$ cat src/rtl/rvfi_env_monitor.sv
`default_nettype none
// ============================================================================
// Module      : rvfi_env_monitor
// Description : Environment monitor for the sentinel formal harness. Tracks
//               Wishbone stall/ack latency, trap-nesting depth and retired
//               shift amounts, and raises per-cycle violation flags.
// Revision    : 1.0 - initial release
// ============================================================================
module rvfi_env_monitor #(
    parameter int MAX_WAIT  = 4,
    parameter int MIN_LAT   = 1,
    parameter int MAX_NEST  = 2,
    parameter int SHIFT_EN  = 1,
    parameter int SHIFT_MAX = 2,
    parameter int CNT_W     = 4
) (
    input  logic                           clk,
    input  logic                           rst,
    input  logic                           bus__cyc,
    input  logic                           bus__stb,
    input  logic                           bus__ack,
    input  logic                           rvfi_valid,
    input  logic                           rvfi_trap,
    input  logic [31:0]                    rvfi_insn,
    input  logic [31:0]                    rvfi_rs2_rdata,
    output logic [CNT_W-1:0]               wait_cnt,
    output logic [$clog2(MAX_NEST+1):0]    nest_depth,
    output logic                           ack_permitted,
    output logic                           early_ack,
    output logic                           wait_violation,
    output logic                           nest_violation,
    output logic                           shift_violation,
    output logic                           env_ok,
    output logic                           violation_sticky
);

    localparam int                 NEST_W      = $clog2(MAX_NEST+1) + 1;
    localparam logic [CNT_W-1:0]   c_MIN_LAT   = CNT_W'(MIN_LAT);
    localparam logic [CNT_W-1:0]   c_MAX_WAIT  = CNT_W'(MAX_WAIT);
    localparam logic [NEST_W-1:0]  c_MAX_NEST  = NEST_W'(MAX_NEST);
    localparam logic [31:0]        c_SHIFT_MAX = 32'(SHIFT_MAX);
    localparam logic [31:0]        c_MRET      = 32'h3020_0073;

    logic [CNT_W-1:0]  r_wait_cnt;
    logic [NEST_W-1:0] r_nest_depth;
    logic              r_sticky;

    logic              w_req;
    logic              w_stall;
    logic              w_is_mret;
    logic [6:0]        w_opcode;
    logic [2:0]        w_funct3;
    logic              w_shift_f3;
    logic              w_shift_violation;

    assign w_req      = bus__cyc & bus__stb;
    assign w_stall    = w_req & ~bus__ack;
    assign w_is_mret  = (rvfi_insn == c_MRET);
    assign w_opcode   = rvfi_insn[6:0];
    assign w_funct3   = rvfi_insn[14:12];
    assign w_shift_f3 = (w_funct3 == 3'b001) || (w_funct3 == 3'b101);

    generate
        if (SHIFT_EN != 0) begin : g_shift_on
            logic w_imm_shift;
            logic w_reg_shift;
            // Immediate shamt is zero-extended so SHIFT_MAX above 31 never flags.
            assign w_imm_shift = (w_opcode == 7'b0010011) && w_shift_f3 &&
                                 ({27'd0, rvfi_insn[24:20]} >= c_SHIFT_MAX);
            assign w_reg_shift = (w_opcode == 7'b0110011) && w_shift_f3 &&
                                 (rvfi_rs2_rdata >= c_SHIFT_MAX);
            assign w_shift_violation = rvfi_valid & (w_imm_shift | w_reg_shift);
        end else begin : g_shift_off
            logic w_unused_shift;
            assign w_unused_shift    = ^{rvfi_rs2_rdata, w_opcode, w_shift_f3};
            assign w_shift_violation = 1'b0;
        end
    endgenerate

    assign wait_cnt         = r_wait_cnt;
    assign nest_depth       = r_nest_depth;
    assign violation_sticky = r_sticky;

    assign ack_permitted   = w_req & (r_wait_cnt >= c_MIN_LAT);
    assign early_ack       = bus__ack & w_req & (r_wait_cnt < c_MIN_LAT);
    assign wait_violation  = w_stall & (r_wait_cnt >= c_MAX_WAIT);
    assign nest_violation  = (r_nest_depth >= c_MAX_NEST);
    assign shift_violation = w_shift_violation;
    assign env_ok          = ~(early_ack | wait_violation | nest_violation | w_shift_violation);

    always_ff @(posedge clk) begin
        if (rst) begin
            r_wait_cnt   <= '0;
            r_nest_depth <= '0;
            r_sticky     <= 1'b0;
        end else begin
            if (w_stall) begin
                if (r_wait_cnt != {CNT_W{1'b1}}) begin
                    r_wait_cnt <= r_wait_cnt + CNT_W'(1);
                end
            end else begin
                r_wait_cnt <= '0;
            end

            // A trapping MRET is a trap; only a clean MRET unwinds a level.
            if (rvfi_valid && rvfi_trap) begin
                if (r_nest_depth != {NEST_W{1'b1}}) begin
                    r_nest_depth <= r_nest_depth + NEST_W'(1);
                end
            end else if (rvfi_valid && w_is_mret && (r_nest_depth != '0)) begin
                r_nest_depth <= r_nest_depth - NEST_W'(1);
            end

            r_sticky <= r_sticky | ~env_ok;
        end
    end

endmodule
`default_nettype wire

$ cat config.mk
export PLATFORM = sky130hd
export DESIGN_NAME = rvfi_env_monitor
export DESIGN_NICKNAME = d
export VERILOG_FILES = /design/src/rtl/rvfi_env_monitor.sv
export SDC_FILE = /design/constraint.sdc
export NUM_CORES = 1
export LEC_CHECK = 0
export CAP_MARGIN = 30
export CORE_UTILIZATION = 26
export CTS_CLUSTER_SIZE = 28
export DETAILED_ROUTE_END_ITERATION = 10
export PLACE_DENSITY = 0.8
export SYNTH_ARGS = -nofsm -noshare
export SYNTH_HDL_FRONTEND = slang
export SYNTH_SLANG_ARGS = --single-unit
export TNS_END_PERCENT = 30
$ cat constraint.sdc
create_clock -name clk -period 2.4 [get_ports clk]
set_clock_uncertainty 0.1 [all_clocks]
set_input_delay 0.6 -clock clk [delete_from_list [all_inputs] [get_ports clk]]
set_output_delay 0.6 -clock clk [all_outputs]
set_load 0.05 [all_outputs]
# Yosys cells after proc, flatten, opt, wreduce, memory -nomap -nowiden
# Cells that the tools add are included.
[classes] add_sub_neg=3 order_cmp=6 n_eq_ne=8 muxes=3 bitwise=15 n_reduce_logical=12
[ops] operator="equality test 32 x 30 -> 1 bit (second input constant)" n=1
[ops] operator="greater-or-equal comparator 32 x 2 -> 1 bit (second input constant)" n=1
[ops] operator="two-way mux 3 bit" n=3
[ops] operator="bitwise AND 1 bit" n=7
[ops] operator="equality test 7 x 5 -> 1 bit (second input constant)" n=1
[ops] operator="equality test 7 x 6 -> 1 bit (second input constant)" n=1
[ops] operator="logical AND 1 bit" n=7
[ops] operator="greater-or-equal comparator 5 x 2 -> 1 bit (second input constant)" n=1
[ops] operator="bitwise OR 1 bit" n=5
[ops] operator="adder 4 x 1 -> 4 bit (second input constant)" n=1
[ops] operator="greater-or-equal comparator 4 x 1 -> 1 bit (second input constant)" n=1
[ops] operator="greater-or-equal comparator 4 x 3 -> 1 bit (second input constant)" n=1
[ops] operator="less-than comparator 4 x 1 -> 1 bit (second input constant)" n=1
[ops] operator="inequality test 4 bit (second input constant)" n=1
[ops] operator="adder 3 x 1 -> 3 bit (second input constant)" n=1
[ops] operator="equality test 3 x 1 -> 1 bit (second input constant)" n=1
[ops] operator="equality test 3 bit (second input constant)" n=1
[ops] operator="greater-or-equal comparator 3 x 2 -> 1 bit (second input constant)" n=1
[ops] operator="inequality test 3 bit (second input constant)" n=1
[ops] operator="inverter 1 bit" n=3
[ops] operator="nonzero test 3 bit" n=1
[ops] operator="subtractor 3 x 1 -> 3 bit (second input constant)" n=1
[ops] operator="inequality test 2 x 1 -> 1 bit (second input constant)" n=1
[ops] operator="AND reduction 2 bit" n=1
[ops] operator="3 further kinds" n=3
[word_totals] reg_bits=8 in_bits=71 output_inout_bits=14 wordCells=50

# Logic depth before layout (Yosys ltp)
# Gate-level depths: netlist (run 1).
[logic_depth] depth_word=8 ltp_mapped=6 mapped_depth_nobuf=6

# Least setup slack after synthesis (run 1)
# Ideal clock, no wire load.
[synth_timing] kind="reg2out" start="register r_wait_cnt[0], in the netlist wait_cnt[0]" end="output ack_permitted" arrival_time_ns=1.921 required_ns=1.700 slack_ns=-0.221 path_stages_with_launch=4 n_path_buf=0 cell_sequence="dfxtp_1 > inv_1 > ha_1 > a31oi_1"
[synth_between] elab_chain_len=2
[synth_lines] item="from (decl)" line_no="44" source="logic [CNT_W-1:0] r_wait_cnt;"
[synth_lines] item="from (signal assigned)" line_no="99" source="r_wait_cnt <= r_wait_cnt + CNT_W'(1);"
[synth_lines] item="greater-or-equal comparator 4 x 1 -> 1 bit" line_no="84" source="assign ack_permitted = w_req & (r_wait_cnt >= c_MIN_LAT);"
[synth_lines] item="bitwise AND 1 bit" line_no="84"
[synth_lines] item="to (decl)" line_no="28" source="output logic ack_permitted,"
# No other way between the ends.

# Worst setup path in the final report (run 1)
[layout_timing] start="input rvfi_rs2_rdata[12]" end="output env_ok"
[layout_between] elab_chain_len=6
[layout_lines] item="from (decl)" line_no="25" source="input logic [31:0] rvfi_rs2_rdata,"
[layout_lines] item="greater-or-equal comparator 32 x 2 -> 1 bit" line_no="71" source="(rvfi_rs2_rdata >= c_SHIFT_MAX);"
[layout_lines] item="logical AND 1 bit" line_no="70" source="assign w_reg_shift = (w_opcode == 7'b0110011) && w_shift_f3 &&"
[layout_lines] item="bitwise OR 1 bit" line_no="72" source="assign w_shift_violation = rvfi_valid & (w_imm_shift | w_reg_shift);"
[layout_lines] item="bitwise AND 1 bit" line_no="72"
[layout_lines] item="bitwise OR 1 bit" line_no="89" source="assign env_ok = ~(early_ack | wait_violation | nest_violation | w_shift_violation);"
[layout_lines] item="inverter 1 bit" line_no="89"
[layout_lines] item="to (decl)" line_no="33" source="output logic env_ok,"
# No other way between the ends.

==> reports/qor.yml, run 1 <==
grt_usage_pct: 22.3
critPathSlowestCell: "o2111ai_2"
power.density_nw_per_um2: 288
rsz0062_at_grt: "true"
timing.final.crit_share_pct: 100
switching_share_pct: 32.3
synth.distinct_cells: 37
crit_buf_inv: 2
drt_iter0_drc: 4
grt_pass1_wl_mm: 4.57
wl_mm: 3.21
remaining_drc_errors: 0
die_area_um2: 2910
worstHoldStart: "violation_sticky"
clock_sinks: 8
cts_tree: "yes"
drive_above_1_share_pct: 36.0
h-tree-depth: 1
setup_viol: 1
yosys_warnings: 0
synth_edf_count: 0
slew_violations: 0
ant_nets: 0
synth_area_um2: 701
ir_drop_mv: 0.224
cp_top_family: "simple AND/OR/NAND/NOR gates"
critPathLaunchType: "input pin"
synthTopCellsByArea: "dfxtp_1, nor4_1, ha_1, inv_1, nor2_1"
die_w_um: 53.9
ys_async_sr_fraction_pct: 0
cp.required_ps: 1700
syn_inst: 89
io_buffers: 83
relSlewSlack_pct: 66.1
p_clk_share_pct: 20.6
cts_buffers: 3
die_h_um: 53.9
synth_nets: 164
seqPwrFrac_pct: 29.3
status: "finished with violations"
wl_per_cell_um: 14.8
mostFrequentLayoutCells: "clkdlybuf4s50_1, buf_2, buf_4"
clockBufferDepth: 2
path_clk_slew_ps: 60
finalHoldViolCount: 0
ys.flop_type: "dfxtp_1"
crit_type: "input pin to output pin"
cp-end-kind: "output pin"
reg2reg_from: "nest_depth[2]"
whs_ps: 383
slowest_delay_ps: 270
setup_ws_ps: -1.66
p_comb_share_pct: 50.2
arrival_ps: 1700
cp-startpoint: "rvfi_rs2_rdata[12]"
netlist.area_leader.share_pct: 22.9
grt.overflow.total: 0
via_per_inst: 5.13
antenna_found_initial: 0
p_leak_uw: 0.000711
vias: 1109
setup_tns_ps: -1.66
tightest_slew_ps: 507
hold_class: "flip-flop to flip-flop"
rows: 18
final_common_cell: "clkdlybuf4s50_1"
start_util_pct: 27.8
postPlaceCellArea_um2: 1700
cp_cell_sequence: "buf_2, nor4_2, nand4_1, o2111ai_2, and2_4, buf_12"
cap_violations: 0
max_clock_freq_mhz: 416
gp_congestion: 0.741
area_delta_synth_final_pct: 149
p_int_uw: 339
io_pins: 85
synth_top_cell_by_area: "dfxtp_1"
ctsRootBufferMaster: "clkbuf_4"
core_area_um2: 2520
cp_max_fo: 3
insertion_delay_ps: 250
drt-pass1-iter-count: 4
grt_pass1_vias: 1098
yosysSeqAreaShare_pct: 22.9
p_switching_uw: 162
ys_ff_latch: 8
grt_max_degree: 10
antennaDiodeCount: 0
dpl.hpwl_mm: 2.73
violations: "setup timing"
syn_area_per_cell_um2: 7.87
finalInstanceArea_um2: 1740
fin_crit_ps: 2400
layout.nets: 263
[path summary, 6_finish.rpt]
check	end	depth (start not counted)	slack, ps
worst max register to register	nest_depth[1]	4	590
worst min register to register	violation_sticky	2	380
worst max-delay path	env_ok	6	-2
worst min-delay path	violation_sticky	2	380
[power groups by stage]
| stage | clock, uW | sequential (uW) | combinational (uW) |
|---|---|---|---|
| 2_1_floorplan | 0 | 171 | 59.8 |
| 3_3_place_gp | 0 | 149 | 249 |
| 3_5_place_dp | 0 | 150 | 255 |
| 4_1_cts | 107 | 147 | 243 |
| 5_1_grt | 121 | 148 | 267 |
| 6_report | 103 | 147 | 252 |
[cell usage after synthesis, types with 2 or more instances]
library cell / count
nand2_1: 5
dfxtp_1: 8
a221o_1: 2
nor4_1: 10
nor3_1: 5
nand4_1: 3
a31oi_1: 4
a211oi_1: 2
nand4bb_1: 2
inv_1: 8
nand3_1: 3
nor4b_1: 2
nor2_1: 8
ha_1: 3
nor4bb_1: 2
[repair_timing]
item                                    4_1_cts  5_1_grt
setup buffers                                 1        0
gates resized for setup                     133       11
hold buffers                                  0        0
gates cloned                                  0        0
endpoints found under the setup margin        7        5
pin swaps                                    17        7
[layer usage]
layer / vias up / track usage [%] / wire [um]
met3: 6 / 8.47 / 361
met4: 0 / 9.65 / 44
met5: - / 0 / 0
li1: 549 / - / -
met1: 505 / 17.5 / 1110
met2: 49 / 46.3 / 1690
[registers in the layout, indices dropped and copies added (netlist names)]
signal and cells:
violation_sticky 1, wait_cnt 4, nest_depth 3
[through the flow]
step	total power (uW)	util [%]	worst slack (ps)	cells
3_3_place_gp	399	67.3	-401	212
4_1_cts	497	66.7	1.76	216
2_1_floorplan	230	-	-221	89
3_5_place_dp	405	67.3	-462	212
5_1_grt	536	69.1	-74.6	216
6_report	501	69.1	-1.66	216
[logic make-up after synthesis]
kind of cell / count (synthesis) / share of synthesized area, %
and+or+nand+nor: 49 / 42.3
adders and majority gates: 4 / 8.21
xor gates and xnor gates: 1 / 1.25
muxes: 1 / 1.43
AOI/OAI and AO/OA: 17 / 19.1
DFF: 8 / 22.9
buffers and inverters: 9 / 4.82
[final cells by class]
cell class | instances | area, um2
Timing Repair Buffer | 95 | 861
Sequential cell | 8 | 161
Clock buffer | 3 | 22.5
Inverter | 8 | 30.0
Fill cell | 219 | 779
Tap cell | 30 | 37.5
Multi-Input combinational cell | 72 | 631
[worst reg2reg max path, cell delays in order (launching register included)]
cell	delay (ps)
dfxtp_1	420
or2_2	180
o211ai_1	100
or4_4	550
a221o_1	330
Power figures use the tool's default switching activity.
==> inputs of run 2 (changes only) <==
Settings changed: CORE_UTILIZATION 26 to 28, PLACE_DENSITY 0.8 to 0.85.
Clock period 2.4 ns to 2.95 ns, I/O delays scaled along.
==> reports/qor.yml, run 2 (synthesized netlist as in run 1, its figures left out) <==
status: "completed"
drt_iter0_drc: 13
wl_per_cell_um: 16.6
clockBufferDepth: 2
ant_nets: 0
die_w_um: 52.0
h-tree-depth: 1
grt_usage_pct: 21.3
p_int_uw: 273
p_clk_share_pct: 20.7
relSlewSlack_pct: 65.8
setup_ws_ps: 2.38
ir_drop_mv: 0.292
largest_register_ffs: 4
finalHoldViolCount: 0
ctsHoldBuffers: 0
p_total_uw: 397
ctsRootBufferMaster: "clkbuf_4"
max_clock_freq_mhz: 339
tightest_slew_ps: 512
finalInstanceArea_um2: 1750
cts_buffers: 3
core_area_um2: 2280
layout.nets: 254
power.density_nw_per_um2: 227
cap_violations: 0
insertion_delay_ps: 250
regArea_um2: 160
cp.required_ps: 2110
rows: 17
drt-pass1-iter-count: 4
path_clk_slew_ps: 50
dp_slack_ps: -206
remaining_drc_errors: 0
p_switching_uw: 125
cp-startpoint: "rvfi_rs2_rdata[8]"
dpl.hpwl_mm: 2.59
timing.final.crit_share_pct: 99.9
cp_max_fo: 3
p_comb_share_pct: 49.1
fill_cells: 156
whs_ps: 362
gp_congestion: 0.698
postCtsSetupRepairBufs: 0
switching_share_pct: 31.4
area_delta_synth_final_pct: 150
worstHoldStart: "violation_sticky"
grt_pass1_wl_mm: 4.26
place_inst: 202
reg2reg_from: "nest_depth[2]"
crit_type: "input pin to output pin"
setup_viol: 0
grt.overflow.total: 0
antennaDiodeCount: 0
multi_input_area_um2: 592
die_h_um: 52.0
seqPwrFrac_pct: 30.2
cp-end-kind: "output pin"
mostFrequentLayoutCells: "clkdlybuf4s50_1, dlygate4sd2_1, dlymetal6s2s_1"
via_per_inst: 5.31
grt_max_degree: 10
arrival_ps: 2110
postPlaceCellArea_um2: 1640
p_leak_uw: 0.000759
die_area_um2: 2710
wl_mm: 3.40
vias: 1088
io_pins: 85
start_util_pct: 30.8
layoutNonFillerInstCount: 205
final_common_cell: "clkdlybuf4s50_1"
io_buffers: 83
slew_violations: 0
drive_above_1_share_pct: 15.3
grt_pass1_vias: 982
critPathLaunchType: "input pin"
antenna_found_initial: 0
hold_class: "flip-flop to flip-flop"
fin_crit_ps: 2950
cts_tree: "yes"
clock_sinks: 8
## run 2: repair_timing
action                                  in CTS  in global routing
hold endpoints to repair                     0                  0
endpoints found under the setup margin       2                  2
gates resized for setup                     27                 22
pin swaps                                   13                 13
## run 2: final cells by class
class	instances	share of cell area, %
clock buffer	3	1.29
sequential	8	9.16
multi-input combinational	72	33.8
timing repair buffer	86	52.0
tap	28	2.00
inverter	8	1.72
## run 2: through the flow
stage	TNS, ps	utilization [%]
6_report	0	76.9
5_1_grt	-63.4	76.9
4_1_cts	0	72.8
3_5_place_dp	-319	71.9
3_3_place_gp	-187	71.9
2_1_floorplan	0	-
## run 2: final timing paths
| path | slack [ps] | depth (start not counted) | to |
|---|---|---|---|
| worst max-delay path | 2 | 6 | env_ok |
| worst min-delay path | 360 | 2 | violation_sticky |
| worst max register to register | 1140 | 4 | nest_depth[1] |
| worst min register to register | 360 | 2 | violation_sticky |
## run 2: per-layer routing
metal  GRT usage [%]  share of wire (%)  wire (um)  vias up
li1                -                  -          -      534
met1            21.0                 35       1200      501
met2            41.2                 54       1840       51
met3            9.06                 10        350        2
met4            2.70               0.24          8        0
met5               0                  0          0        -
## run 2: power groups by stage
stage / registers (uW) / logic (uW) / clock network [uW]
6_report: 120 / 195 / 82.3
5_1_grt: 121 / 207 / 89.2
4_1_cts: 120 / 190 / 83.6
3_5_place_dp: 122 / 196 / 0
3_3_place_gp: 122 / 192 / 0
2_1_floorplan: 139 / 48.6 / 0
## run 2: critical path, stage by stage
cell and delay, ps:
dlygate4sd2_1 260, nor4_2 310, nand4_1 160, o2111ai_2 290, and2_4 210, buf_12 130
==> RTL change (flow settings as in run 1) <==
`MAX_NEST`: 2 -> 4.
--- a/src/rtl/rvfi_env_monitor.sv
+++ b/src/rtl/rvfi_env_monitor.sv
@@ -10,5 +10,5 @@
     parameter int MAX_WAIT  = 4,
     parameter int MIN_LAT   = 1,
-    parameter int MAX_NEST  = 2,
+    parameter int MAX_NEST  = 4,
     parameter int SHIFT_EN  = 1,
     parameter int SHIFT_MAX = 2,
Interface: changed (resized nest_depth); port bits go from 85 to 86. No check against the original RTL was run, so the function may have changed too.
==> RTL change against run 1 <==
- the run still ends with setup timing left
- total power rose by 100%
- final area rose by 22%
- worst setup slack got worse by 0.15 ns
- sequential power rose by 45%
- area after synthesis rose by 27%
- register-to-register slack got worse by 0.08 ns
- sequential cell count rose by 1
- wire length rose by 16%
- clock power rose by 15%
- global-route usage fell by 1.4 points
- critical path depth did not move
- first-iteration DRC count rose to 9.0 times the old value
==> RTL change: results (changes against run 1) <==
STA
  • Final Setup Violations: 2 (+1)
  • Post-route setup slack: -0.1480 ns (-0.1464 ns)

Synth
  • Synth top area cells: dfxtp_1 20%, nor4_1 7.7%, ha_1 7.0%
  • Distinct cells, synth: 38 (+2.7%)
  • Commonest cells post-synth: 12 x nor2_1, 11 x nor4_1, 9 x dfxtp_1, 9 x nand4_1, 7 x nand3_1
  • XOR/XNOR Fraction of Synth Area: 1.969% (+0.72 points)
  • Net Count, Synth: 193 (+18%)
  • Sequential fraction of the synthesis area: 20.25% (-2.6 points)
  • Mux share of post-synthesis cell area: 1.125% (-0.30 points)
  • Syn_area_per_cell: 7.669 µm² (-2.6%)
  • Post-synthesis compound-gate area fraction: 14.63% (-4.5 points)

Placed design
  • Dpl cells: 268 (+26%)
  • Post-DP Area: 2031 µm² (+20%)
  • PortBufs: 84 (+1.2%)
  • Routability cong.: 0.8395 (+13%)
  • HPWL after detailed placement: 3.130 mm (+15%)

GRT
  • Largest net degree at the start of global routing: 9 (-1)
  • GRT Total Usage: 20.84% (-1.4 points)
  • First-pass GRT wire length: 5.699 mm (+25%)
  • Vias in the first global route: 1300 (+18%)

Final layout
  • NumNets Final: 308 (+17%)

Setup path
  • Slowest Stage Delay on Critical Path: 0.38 ns (+0.11 ns)
  • CP Launch Point: rvfi_insn[23]
  • CP max FO: 2 (-1)
  • Worst path slowest cell: or3_4
  • Worst r2r src: nest_depth[1]

Route
  • Vias: 1372 (+24%)
  • WL per Instance: 13.62 µm (-8.2%)

Outcome
  • Outcome: finished with violations
  • Violated checks: setup timing

CTS
  • # clock sinks: 9 (+1)

Power
  • Leakage: 0.8731 nW (+23%)
  • Peak supply drop: 0.3617 mV (+61%)
  • Internal Pwr Total: 565.3 µW (+67%)
-- RTL change: changes by cell type after synthesis, moves of 3 or more --
cell / delta
nand4_1: +6
nand3_1: +4
nor2_1: +4
nand2b_1: +3
nor3_1: -3
o21ai_0: +3
-- RTL change: cell type report --
cell class                      instances  area [µm²]
Inverter                                6       22.52
Sequential cell                         9       180.2
Fill cell                             273        1025
Clock buffer                            4       26.28
Tap cell                               44       55.05
Timing Repair Buffer                  111        1039
Multi-Input combinational cell        100       805.8
-- RTL change: worst paths after layout --
check	end	slack, ns
max	env_ok	-0.15
min	violation_sticky	0.36
max reg2reg	nest_depth[3]	0.51
min reg2reg	violation_sticky	0.36
-- RTL change: power by group through the flow --
stage | clock (mW) | combinational (mW) | sequential, mW
2_1_floorplan | 0 | 0.233 | 0.308
3_3_place_gp | 0 | 0.653 | 0.215
3_5_place_dp | 0 | 0.667 | 0.215
4_1_cts | 0.125 | 0.660 | 0.212
5_1_grt | 0.130 | 0.722 | 0.217
6_report | 0.118 | 0.673 | 0.213
-- RTL change: what timing repair did --
action,in CTS,in global routing
pin swaps,17,18
gates cloned,0,0
gates resized for setup,67,28
setup buffers,1,1
setup endpoints to repair,4,6
-- RTL change: metrics by stage --
step	total power [mW]	setup TNS, ns	setup slack [ns]
2_1_floorplan	0.5411	-0.6669	-0.2197
3_3_place_gp	0.8682	-2.178	-0.5679
3_5_place_dp	0.8816	-2.325	-0.5898
4_1_cts	0.9975	-0.4251	-0.2164
5_1_grt	1.069	-0.4477	-0.2441
6_report	1.004	-0.2945	-0.1480
-- RTL change: metal layers --
layer	up-vias	GRT usage, %	wire length, µm
li1	694	-	-
met1	622	26.29	1521
met2	50	37.68	1979
met3	6	1.493	194
met4	0	6.494	38
met5	-	0	0
